**src/rtl/srl_fifo_prog.sv**
```systemverilog
// Shift-register FIFO with first-word-fall-through output, registered status flags,
// programmable almost-full/almost-empty levels and sticky overflow/underflow flags.
module srl_fifo_prog #(
    parameter int DATA_WIDTH = 32,
    parameter int ADDR_WIDTH = 4,
    parameter int DEPTH      = 16,
    parameter int AF_THRESH  = DEPTH - 2,
    parameter int AE_THRESH  = 2
) (
    input  logic                  clk,
    input  logic                  reset,
    input  logic                  flush,
    input  logic                  if_write_ce,
    input  logic                  if_write,
    input  logic [DATA_WIDTH-1:0] if_din,
    output logic                  if_full_n,
    input  logic                  if_read_ce,
    input  logic                  if_read,
    output logic [DATA_WIDTH-1:0] if_dout,
    output logic                  if_empty_n,
    output logic [ADDR_WIDTH:0]   usedw,
    output logic                  almost_full,
    output logic                  almost_empty,
    output logic                  overflow_err,
    output logic                  underflow_err
);
    localparam int CW = ADDR_WIDTH + 1;
    localparam logic [CW-1:0] DEPTH_L = CW'(DEPTH);
    localparam logic [CW-1:0] AF_L    = CW'(AF_THRESH);
    localparam logic [CW-1:0] AE_L    = CW'(AE_THRESH);
    localparam logic [CW-1:0] ONE     = CW'(1);

    logic [DATA_WIDTH-1:0] mem [DEPTH];
    logic [CW-1:0]         usedw_reg;
    logic [CW-1:0]         usedw_next;
    logic [CW-1:0]         rd_idx;
    logic                  full_n_reg;
    logic                  empty_n_reg;
    logic                  af_reg;
    logic                  ae_reg;
    logic                  ovf_reg;
    logic                  unf_reg;
    logic                  push;
    logic                  pop;
    logic                  ovf_try;
    logic                  unf_try;

    assign push    = if_write & if_write_ce & full_n_reg;
    assign pop     = if_read & if_read_ce & empty_n_reg;
    // Requests swallowed by a flush are not counted as errors.
    assign ovf_try = if_write & if_write_ce & ~full_n_reg & ~flush;
    assign unf_try = if_read & if_read_ce & ~empty_n_reg & ~flush;

    always_comb begin
        usedw_next = usedw_reg;
        if (flush) begin
            usedw_next = '0;
        end else if (push && !pop) begin
            usedw_next = usedw_reg + ONE;
        end else if (pop && !push) begin
            usedw_next = usedw_reg - ONE;
        end
    end

    // Data storage: newest word at index 0, oldest at usedw-1; never reset.
    always_ff @(posedge clk) begin
        if (push && !flush) begin
            mem[0] <= if_din;
            for (int i = 1; i < DEPTH; i++) begin
                mem[i] <= mem[i-1];
            end
        end
    end

    always_ff @(posedge clk) begin
        if (reset) begin
            usedw_reg   <= '0;
            full_n_reg  <= 1'b1;
            empty_n_reg <= 1'b0;
            af_reg      <= 1'b0;
            ae_reg      <= 1'b1;
            ovf_reg     <= 1'b0;
            unf_reg     <= 1'b0;
        end else begin
            usedw_reg   <= usedw_next;
            full_n_reg  <= (usedw_next != DEPTH_L);
            empty_n_reg <= (usedw_next != '0);
            af_reg      <= (usedw_next >= AF_L);
            ae_reg      <= (usedw_next <= AE_L);
            if (ovf_try) begin
                ovf_reg <= 1'b1;
            end
            if (unf_try) begin
                unf_reg <= 1'b1;
            end
        end
    end

    assign rd_idx  = (usedw_reg == '0) ? '0 : (usedw_reg - ONE);
    assign if_dout = mem[rd_idx[ADDR_WIDTH-1:0]];

    assign usedw         = usedw_reg;
    assign if_full_n     = full_n_reg;
    assign if_empty_n    = empty_n_reg;
    assign almost_full   = af_reg;
    assign almost_empty  = ae_reg;
    assign overflow_err  = ovf_reg;
    assign underflow_err = unf_reg;
endmodule

```
**config.mk**
```make
export PLATFORM = sky130hd
export DESIGN_NAME = srl_fifo_prog
export DESIGN_NICKNAME = d
export VERILOG_FILES = /design/src/rtl/srl_fifo_prog.sv
export SDC_FILE = /design/constraint.sdc
export NUM_CORES = 1
export LEC_CHECK = 0
export BUFFER_PORTS_ARGS = -buffer_cell sky130_fd_sc_hd__buf_4
export CELL_PAD_IN_SITES_DETAIL_PLACEMENT = 0
export CELL_PAD_IN_SITES_GLOBAL_PLACEMENT = 1
export CORE_AREA = 5 5 209 211
export CTS_CLUSTER_DIAMETER = 200
export DETAILED_ROUTE_END_ITERATION = 7
export DIE_AREA = 0 0 214 216
export PLACE_DENSITY_LB_ADDON = 0.1
export SYNTH_ARGS = -nofsm -noshare
export SYNTH_HDL_FRONTEND = slang
export SYNTH_SLANG_ARGS = --single-unit
```
**constraint.sdc**
```tcl
create_clock -name clk -period 36.1 [get_ports clk]
set_input_delay 7.22 -clock clk [delete_from_list [all_inputs] [get_ports clk]]
set_output_delay 7.22 -clock clk [all_outputs]
set_load 0.01 [all_outputs]
```
After elaboration in Yosys (flattened, before gate mapping)
Memories as Yosys holds them, arrays and structs flattened.
Cells that the tools add are included.
Widths: inputs -> output; s select.

word-level totals
  flip-flop bits (word level) = 11
  memory bits (writable) = 512
  input port bits = 39
  output and inout port bits = 43
  logic and storage cells = 38
  memories = 1

memories
  name  words  bits a word  rd ports  clocked after Yosys merged registers in  write ports  line  RTL
  mem   16     32           16        0                                        16           33    logic [DATA_WIDTH-1:0] mem [DEPTH];

cells by class
  add/subtract/negate cells = 2
  order comparisons = 2
  equality and inequality tests = 1
  muxes and demuxes = 6
  bitwise gates (word level) = 11
  reductions and logical operators = 8

operators with widths
  kind                 number
  $mux 5               3
  $and 1x1->1          8
  $add 5x1->5 const B  1
  $ge 5x4->1 const B   1
  $le 5x2->1 const B   1
  $logic_not 5->1      1
  $ne 5x5->1 const B   1
  $reduce_bool 5->1    1
  $sub 5x1->5 const B  1
  $mux 4               1
  $logic_and 1x1->1    3
  $logic_not 1->1      3
  $not 1->1            3
  $mux 1               2

Logic depth before layout (Yosys ltp)
Gate-level depths: netlist of run 1.

  word-level depth = 8
  gate-level depth with buffers = 13
  mapped depth without buffers = 7

Worst setup path after synthesis of run 1
Ideal clock, no wire load.

  path kind = input to register
  from = input port flush
  to = memory mem[0][0], enable pin
  library setup time = 1402 ps
  arrival = 28634 ps
  data required time = 34698 ps
  setup slack = 6064 ps
  cell stages on the path = 2
  path buffers = 1
  path through = clkbuf_1 > nor2_1

RTL lines
  element             line  RTL
  start: declaration  12    input logic flush,
  end: declaration    33

Final worst setup path of run 1
  from = register usedw_reg[0] (netlist: usedw[0])
  to = output port if_dout[12]

between the ends
  cells in the longest elaborated chain, start to end = 3
  elaborated cells between the ends (all ways) = 4
  classes of those cells = add/sub: 1; mux: 1; reduce/logical: 1; memory: 1

ends and longest elaborated chain
  element                                                line  RTL
  start: declaration                                     34    logic [CW-1:0] usedw_reg;
  start signal: assignment                               85    usedw_reg <= usedw_next;
  $sub 5x1->5 / $logic_not 5->1 (equally long branches)  99    assign rd_idx = (usedw_reg == '0) ? '0 : (usedw_reg - ONE);
  $mux 4 (*)                                             99
  $mem_v2 16x32 (*)                                      n/a
  end: declaration                                       19    output logic [DATA_WIDTH-1:0] if_dout,

Every way passes the cells marked *; elsewhere a longest branch is shown, timed or not.

==> Flow_metrics.wiki, run 1 <==
{| class="wikitable"
! Metric !! Value
|-
| Max-slew headroom || 0.153
|-
| Remaining number of nets flagged by the antenna check after routing || 0
|-
| Number of violations reported at the end of detailed-routing iteration 0 || 1094
|-
| Remaining global-route overflow || 0
|-
| Hold Path End || mem[11][17]
|-
| Area enclosed by the die boundary || between 40000 and 50000 µm²
|-
| Routed wirelength normalized by instance count || between 20 and 25 µm
|-
| Crit path launch || usedw[0]
|-
| Tmin final || ~12000 ps
|-
| Placed wire-length estimate || ~23 mm
|-
| Hold Path Origin || mem[10][17]
|-
| Delay-heaviest family, CP || buffers and inverters
|-
| Reg2Reg Capture Point || mem[3][7]
|-
| Clock network latency to the later pin of the worst-skew pair || approximately 600 ps
|-
| End-of-flow core utilization || 0.571
|-
| Worst EP required || between 20000 and 30000 ps
|-
| Critical Path Most Common Cell || sky130_fd_sc_hd__buf_4
|-
| Number of warnings issued by yosys || 0
|-
| Postcts setup bufs || 0
|-
| Count of final setup violators || 0
|-
| Final Cycle Share || 0.340
|-
| Crit path buffers/inverters || 3
|-
| Worst EP arrival || just over 5000 ps
|-
| Total via count after detailed routing || ~12000
|-
| Highest attainable clock frequency || between 0.08 and 0.09 GHz
|-
| Sequential-to-total area share from yosys stat || 0.734
|-
| Clock net sink count || 523
|-
| Number of failing hold endpoints at the final stage || 0
|-
| Power share of the clock group || 0.397
|-
| Final wirelength || ~45 mm
|-
| Cells after synthesis || roughly 1400
|-
| Status || finished, final reports clean
|-
| Number of H-tree branching levels || 2
|-
| First-pass GRT wire length || about 70 mm
|-
| Placer Congestion || just over 0.7
|-
| Clock-pin slew on the worst setup and hold paths || about 60 ps
|-
| Yosys reg bits || 523
|-
| Hold buffer count at CTS || 0
|-
| Clock buffer count from CTS || 54
|-
| Total power after layout || 0.00131 W
|-
| Total GRT Usage || 0.188
|-
| Horizontal die dimension || 214 µm
|-
| Number of nets in the layout || ~1400
|-
| Number of cells upsized or downsized after cts || 0
|-
| Logic depth of the worst register-to-register path || 4
|-
| Count of antenna diodes in the layout || 0
|-
| Worst flop-to-flop path startpoint || if_full_n
|-
| Critical path start-end classification || flop to output pin
|-
| Accumulated negative setup slack || 0 ps
|-
| Least-Margin Pin Slew || between 1000 and 1500 ps
|-
| Routed wl met2 || just under 20 mm
|-
| Met1 layer wirelength in the final routing || 22.3 mm
|-
| Net switching share of the total power || 0.225
|-
| Number of stages on the worst hold path || 0
|-
| Kind of capture point of the worst setup path || output pin
|-
| Detail Route met3 WL || about 2.5 mm
|-
| Maximum fanout count along the critical path || about 130
|-
| Die height || 216 µm
|-
| TritonCTS clock tree || yes
|-
| CTS Root Cell || sky130_fd_sc_hd__clkbuf_16
|-
| Maximum VDD drop || roughly 0.037 mV
|-
| Effective utilization at floorplan || 0.511
|-
| Number of antenna violations at the first check in global routing || 0
|-
| Number of vias per cell || between 6 and 7
|-
| Setup clock skew after layout || 18.4 ps
|-
| Launching element type of the critical path || flop
|-
| Fillers || ~3200
|-
| Leakage power figure || 7.87 nW
|-
| Power share of the sequential group || 0.528
|-
| Unrepaired setup endpoints after global routing || false
|-
| Post-route DRC || 0
|-
| Delay of the slowest cell on the worst path || approximately 800 ps
|-
| Highest metal layer used by the detailed router || met4
|-
| Number of flip-flops in the largest register || approximately 510
|-
| Vias in the first global route || between 10000 and 15000
|-
| Maximum clock path buffer count || 3
|-
| Total power per unit cell area || between 50 and 60 nW/µm²
|-
| Count of port buffers added during placement || between 80 and 90
|-
| Internal power contribution || around 0.001 W
|-
| Core footprint || between 40000 and 50000 µm²
|-
| Max_cap viols || 0
|-
| Largest net degree at the start of global routing || about 180
|-
| Number of primary I/O pins || 82
|-
| Class of the tightest hold or removal check || flop to flop
|-
| Portion of total power attributed to combinational logic || 0.075
|-
| Post-synth top flop || sky130_fd_sc_hd__edfxtp_1
|-
| Number of enable-type register cells in the synthesized netlist || 512
|-
| Number of iterations in the first detailed-routing pass || 5
|-
| NetSw || slightly below 0.0003 W
|-
| Async S/R FF share, synth || 0
|-
| Share of layout cells above drive strength 1 || 0.129
|-
| Cell at the slowest stage of the critical path || sky130_fd_sc_hd__dfxtp_4
|-
| Register-to-register path setup slack || 32180 ps
|-
| Post-synthesis area per instance || approximately 16 µm²
|-
| Number of different library cells in the post-synthesis netlist || 48
|-
| Max-slew violation total from the final report || 0
|-
| Area added between synthesis and finish || 11.8%
|-
| Netlist area before placement || around 21000 µm²
|-
| Placement row count || 75
|-
| Syn nets || between 1000 and 1500
|-
| Series of cell instances along the critical path || inv_4 -> ha_1 -> or4b_4 -> buf_4 -> nand2_8 -> o221ai_1 -> o211ai_1 -> a31o_1 -> buf_4
|}
==> metal layers <==
| metal | vias to the layer above | track usage |
|---|---|---|
| met3 | 63 | 0.0293 |
| met1 | 6074 | 0.306 |
| met2 | 339 | 0.265 |
| met4 | 0 | 0.0507 |
| met5 | - | 0 |
| li1 | 5598 | - |
==> layout by cell type (no fill, tap or decap), types with 2 or more instances in the layout <==
master,instances
sky130_fd_sc_hd__a21o_1,65
sky130_fd_sc_hd__inv_1,4
sky130_fd_sc_hd__and4_1,3
sky130_fd_sc_hd__nor2_1,16
sky130_fd_sc_hd__clkinv_1,17
sky130_fd_sc_hd__nand3_1,70
sky130_fd_sc_hd__clkbuf_1,7
sky130_fd_sc_hd__edfxtp_1,512
sky130_fd_sc_hd__o221ai_1,64
sky130_fd_sc_hd__ha_1,2
sky130_fd_sc_hd__a221oi_1,32
sky130_fd_sc_hd__o211ai_1,62
sky130_fd_sc_hd__nand4_1,5
sky130_fd_sc_hd__clkbuf_16,57
sky130_fd_sc_hd__o31ai_1,2
sky130_fd_sc_hd__mux2i_1,66
sky130_fd_sc_hd__a31oi_1,65
sky130_fd_sc_hd__o211a_1,2
sky130_fd_sc_hd__mux2i_4,2
sky130_fd_sc_hd__dfxtp_1,10
sky130_fd_sc_hd__nor2_4,2
sky130_fd_sc_hd__o21ai_1,10
sky130_fd_sc_hd__a31o_1,31
sky130_fd_sc_hd__and3_1,3
sky130_fd_sc_hd__or3_1,62
sky130_fd_sc_hd__buf_4,98
sky130_fd_sc_hd__clkinv_4,3
sky130_fd_sc_hd__clkinv_2,13
sky130_fd_sc_hd__nor3_1,5
sky130_fd_sc_hd__a21oi_1,3
sky130_fd_sc_hd__o21ai_0,56
sky130_fd_sc_hd__nand2b_1,63
==> per-stage QoR <==
step | instances | hold slack (ps) | worst slack [ps] | instance area (µm²)
after CTS | 1970 | 436 | 23830 | 23800
final | 1970 | 425 | 23820 | 23800
after global placement | 1872 | 420 | 24550 | 22100
after detailed placement | 1872 | 423 | 24480 | 22100
after global routing | 1970 | 440 | 23510 | 23800
after floorplan | 1357 | 417 | 6060 | 21200
==> how the worst max path moves through the flow <==
stage | slack, ps | depth (start not counted) | to
final | 23820 | 9 | if_dout[12]
after global placement | 24550 | 9 | if_dout[16]
after detailed placement | 24480 | 9 | if_dout[2]
after CTS | 23830 | 9 | if_dout[2]
after global routing | 23510 | 9 | if_dout[5]
after floorplan | 6060 | 2 | mem[0][0]
==> cell families (layout without fill, tap and decap cells) <==
group,Yosys count,in the layout,share of synthesized area
flip-flops,523,523,0.734
AO/OA/AOI/OAI,400,400,0.138
AND/OR/NAND/NOR,234,234,0.0635
buffers and inverters,128,202,0.0299
multiplexers,69,69,0.0328
adder cells (fa/ha/maj),2,2,0.00118
XOR/XNOR,1,1,0.000412
==> power groups by stage <==
stage	clock, W	combinational, W	sequential (W)
floorplan	0	0.0000657	0.000713
global placement	0	0.0000984	0.000701
detailed placement	0	0.0000989	0.000701
CTS	0.000533	0.0000993	0.000689
global route	0.000561	0.000107	0.000690
finish	0.000519	0.0000979	0.000689
==> cell usage after synthesis, drive strengths merged, types with 3 or more instances <==
| master | instances | area [µm²] |
|---|---|---|
| clkbuf | 68 | 255 |
| o211ai | 62 | 465 |
| a221oi | 32 | 280 |
| o21ai | 66 | 330 |
| inv | 5 | 18.8 |
| a21oi | 3 | 15.0 |
| o31ai | 3 | 27.5 |
| nor3 | 5 | 25.0 |
| and4 | 3 | 26.3 |
| dfxtp | 11 | 220 |
| mux2i | 68 | 684 |
| nor2 | 18 | 67.6 |
| nand4 | 5 | 31.3 |
| and3 | 3 | 18.8 |
| buf | 55 | 362 |
| edfxtp | 512 | 15400 |
| or3 | 62 | 388 |
| a31o | 31 | 272 |
| a21o | 65 | 488 |
| nand3 | 70 | 350 |
| a31oi | 65 | 407 |
| nand2b | 63 | 394 |
| o221ai | 65 | 576 |
==> worst register-to-register path: stages (launching register included) <==
cell	delay [ps]
sky130_fd_sc_hd__dfxtp_1	410
sky130_fd_sc_hd__nand3_1	230
sky130_fd_sc_hd__nor2_4	870
sky130_fd_sc_hd__buf_4	910
sky130_fd_sc_hd__buf_4	1050
==> layout make-up <==
class	count	area, µm²	area share
Timing Repair Buffer	99	756	0.0318
Inverter	5	21.3	0.000895
Tap cell	539	674	0.0284
Sequential cell	523	15600	0.657
Clock buffer	64	1450	0.0612
Multi-Input combinational cell	706	5070	0.213
Clock inverter	34	185	0.00780
(Power assumes the default switching activity.)
==> run 2, diff against run 1 <==
CORE_AREA = 5 5 219 221   (was 5 5 209 211)
DIE_AREA = 0 0 224 226   (was 0 0 214 216)
clock period = 10.6 ns   (was 36.1 ns; I/O delays follow)
==> Flow_metrics.wiki, run 2 (synthesis results as in run 1) <==
{| class="wikitable"
! Metric !! Value
|-
| Status || finished, final reports clean
|-
| Maximum VDD drop || around 0.13 mV
|-
| Critical path start-end classification || flop to output pin
|-
| Postcts setup bufs || 0
|-
| Count of final setup violators || 0
|-
| Number of vias per cell || around 6
|-
| Hold buffer count at CTS || 0
|-
| Clock net sink count || 523
|-
| Tmin final || ~7000 ps
|-
| Worst EP required || roughly 8500 ps
|-
| Total via count after detailed routing || around 12000
|-
| Unrepaired setup endpoints after global routing || false
|-
| Count of antenna diodes in the layout || 0
|-
| Clock-pin slew on the worst setup and hold paths || 60 ps
|-
| Effective utilization at floorplan || 0.462
|-
| Accumulated negative setup slack || 0 ps
|-
| Count of port buffers added during placement || a little over 80
|-
| Number of nets in the layout || around 1400
|-
| Maximum fanout count along the critical path || between 90 and 100
|-
| Final wirelength || between 40 and 50 mm
|-
| Leakage power figure || just under 8 nW
|-
| Placer Congestion || 0.709
|-
| Total GRT Usage || 0.178
|-
| Number of flip-flops in the largest register || just over 500
|-
| Commonest non-fill, non-tap cell in the layout || sky130_fd_sc_hd__edfxtp_1
|-
| Vias in the first global route || 11800
|-
| Final Cycle Share || 0.662
|-
| Area enclosed by the die boundary || just over 50000 µm²
|-
| Max-slew headroom || 0.164
|-
| Maximum clock path buffer count || 3
|-
| Largest net degree at the start of global routing || a little under 200
|-
| Placed wire-length estimate || around 23 mm
|-
| TritonCTS clock tree || yes
|-
| Number of antenna violations at the first check in global routing || 0
|-
| Kind of capture point of the worst setup path || output pin
|-
| Total power per unit cell area || 189 nW/µm²
|-
| Remaining number of nets flagged by the antenna check after routing || 0
|-
| First-pass GRT wire length || 71.9 mm
|-
| Class of the tightest hold or removal check || flop to flop
|-
| Area added between synthesis and finish || 12.6%
|-
| CTS Root Cell || sky130_fd_sc_hd__clkbuf_16
|-
| Number of failing hold endpoints at the final stage || 0
|-
| Max-slew violation total from the final report || 0
|-
| Share of layout cells above drive strength 1 || 0.131
|-
| Least-Margin Pin Slew || between 1000 and 1500 ps
|-
| Worst EP arrival || between 4000 and 5000 ps
|-
| Post-route cell area || about 24000 µm²
|-
| Number of primary I/O pins || between 80 and 90
|-
| Placement row count || 79
|-
| Number of violations reported at the end of detailed-routing iteration 0 || roughly 1200
|-
| Max_cap viols || 0
|-
| Number of cells upsized or downsized after cts || 0
|-
| Horizontal die dimension || approximately 220 µm
|-
| Post-route DRC || 0
|-
| Clock buffer count from CTS || 56
|-
| Die height || roughly 230 µm
|-
| Core footprint || 46000 µm²
|-
| Launching element type of the critical path || flop
|-
| Highest attainable clock frequency || 0.142 GHz
|-
| Remaining global-route overflow || 0
|-
| Routed wirelength normalized by instance count || between 20 and 25 µm
|-
| Leading cell types in the layout, fill and taps excluded || sky130_fd_sc_hd__edfxtp_1 (512), sky130_fd_sc_hd__buf_4 (96), sky130_fd_sc_hd__nand3_1 (70), sky130_fd_sc_hd__mux2i_1 (66)
|-
| Clock network latency to the later pin of the worst-skew pair || about 590 ps
|-
| Number of iterations in the first detailed-routing pass || 5
|-
| Placed cell area || approximately 22000 µm²
|-
| Setup clock skew after layout || roughly 8.7 ps
|-
| Number of H-tree branching levels || 2
|}
==> run 2: cell count changes in the layout (fill, tap and decap cells not counted), sizes merged <==
cell	before	now
buf	99	98
bufinv	1	3
clkbuf	64	68
clkinv	33	29
clkinvlp	0	4
==> run 2: per-layer routing <==
metal | share of wire | global-route usage | wire length (µm) | vias to the layer above
met2 | 0.44 | 0.251 | 20100 | 351
met4 | 0.017 | 0.0476 | 796 | 0
met5 | 0 | 0 | 0 | -
met3 | 0.057 | 0.0326 | 2620 | 61
met1 | 0.49 | 0.283 | 22500 | 6232
li1 | - | - | - | 5605
==> run 2: critical path: stages (launching register included) <==
cell and delay (ps):
sky130_fd_sc_hd__dfxtp_4 940, sky130_fd_sc_hd__inv_4 110, sky130_fd_sc_hd__ha_1 360, sky130_fd_sc_hd__nor4b_4 180, sky130_fd_sc_hd__buf_4 240, sky130_fd_sc_hd__nor2_4 200
sky130_fd_sc_hd__buf_4 580, sky130_fd_sc_hd__buf_4 570, sky130_fd_sc_hd__a31oi_1 190, sky130_fd_sc_hd__a221oi_1 440, sky130_fd_sc_hd__a31o_1 260, sky130_fd_sc_hd__buf_4 160
==> run 2: cell type report <==
| cell class | count | area (µm²) |
|---|---|---|
| clock buffer | 68 | 1470 |
| clock inverter | 36 | 246 |
| fill | 3825 | 22000 |
| inverter | 5 | 21.3 |
| multi-input combinational | 706 | 5070 |
| sequential | 523 | 15600 |
| tap | 607 | 759 |
| timing repair buffer | 98 | 761 |
==> run 2: final timing paths <==
check             startpoint          to  slack (ps)  cells past startpoint
setup / recovery    usedw[0]  if_dout[1]        3580                     11
hold / removal    mem[14][8]  mem[15][8]         440                      0
setup reg to reg   if_full_n   mem[1][4]        7860                      3
hold reg to reg   mem[14][8]  mem[15][8]         440                      0
==> run 2: through the flow <==
step	total power, W	cells	setup slack (ps)	hold slack [ps]	util
after floorplan	0.00262	1357	187	417	-
after global placement	0.00272	1939	4260	419	0.483
after detailed placement	0.00273	1939	4160	422	0.483
after CTS	0.00458	2043	3480	436	0.520
after global routing	0.00469	2043	3220	446	0.520
final	0.00452	2043	3580	437	0.520
==> run 2: power by group <==
group / switching (W) / internal [W]
Clock: 0.000787 / 0.00105
Combinational: 0.000205 / 0.000129
Sequential: 0.0000278 / 0.00232
Total: 0.00102 / 0.00350
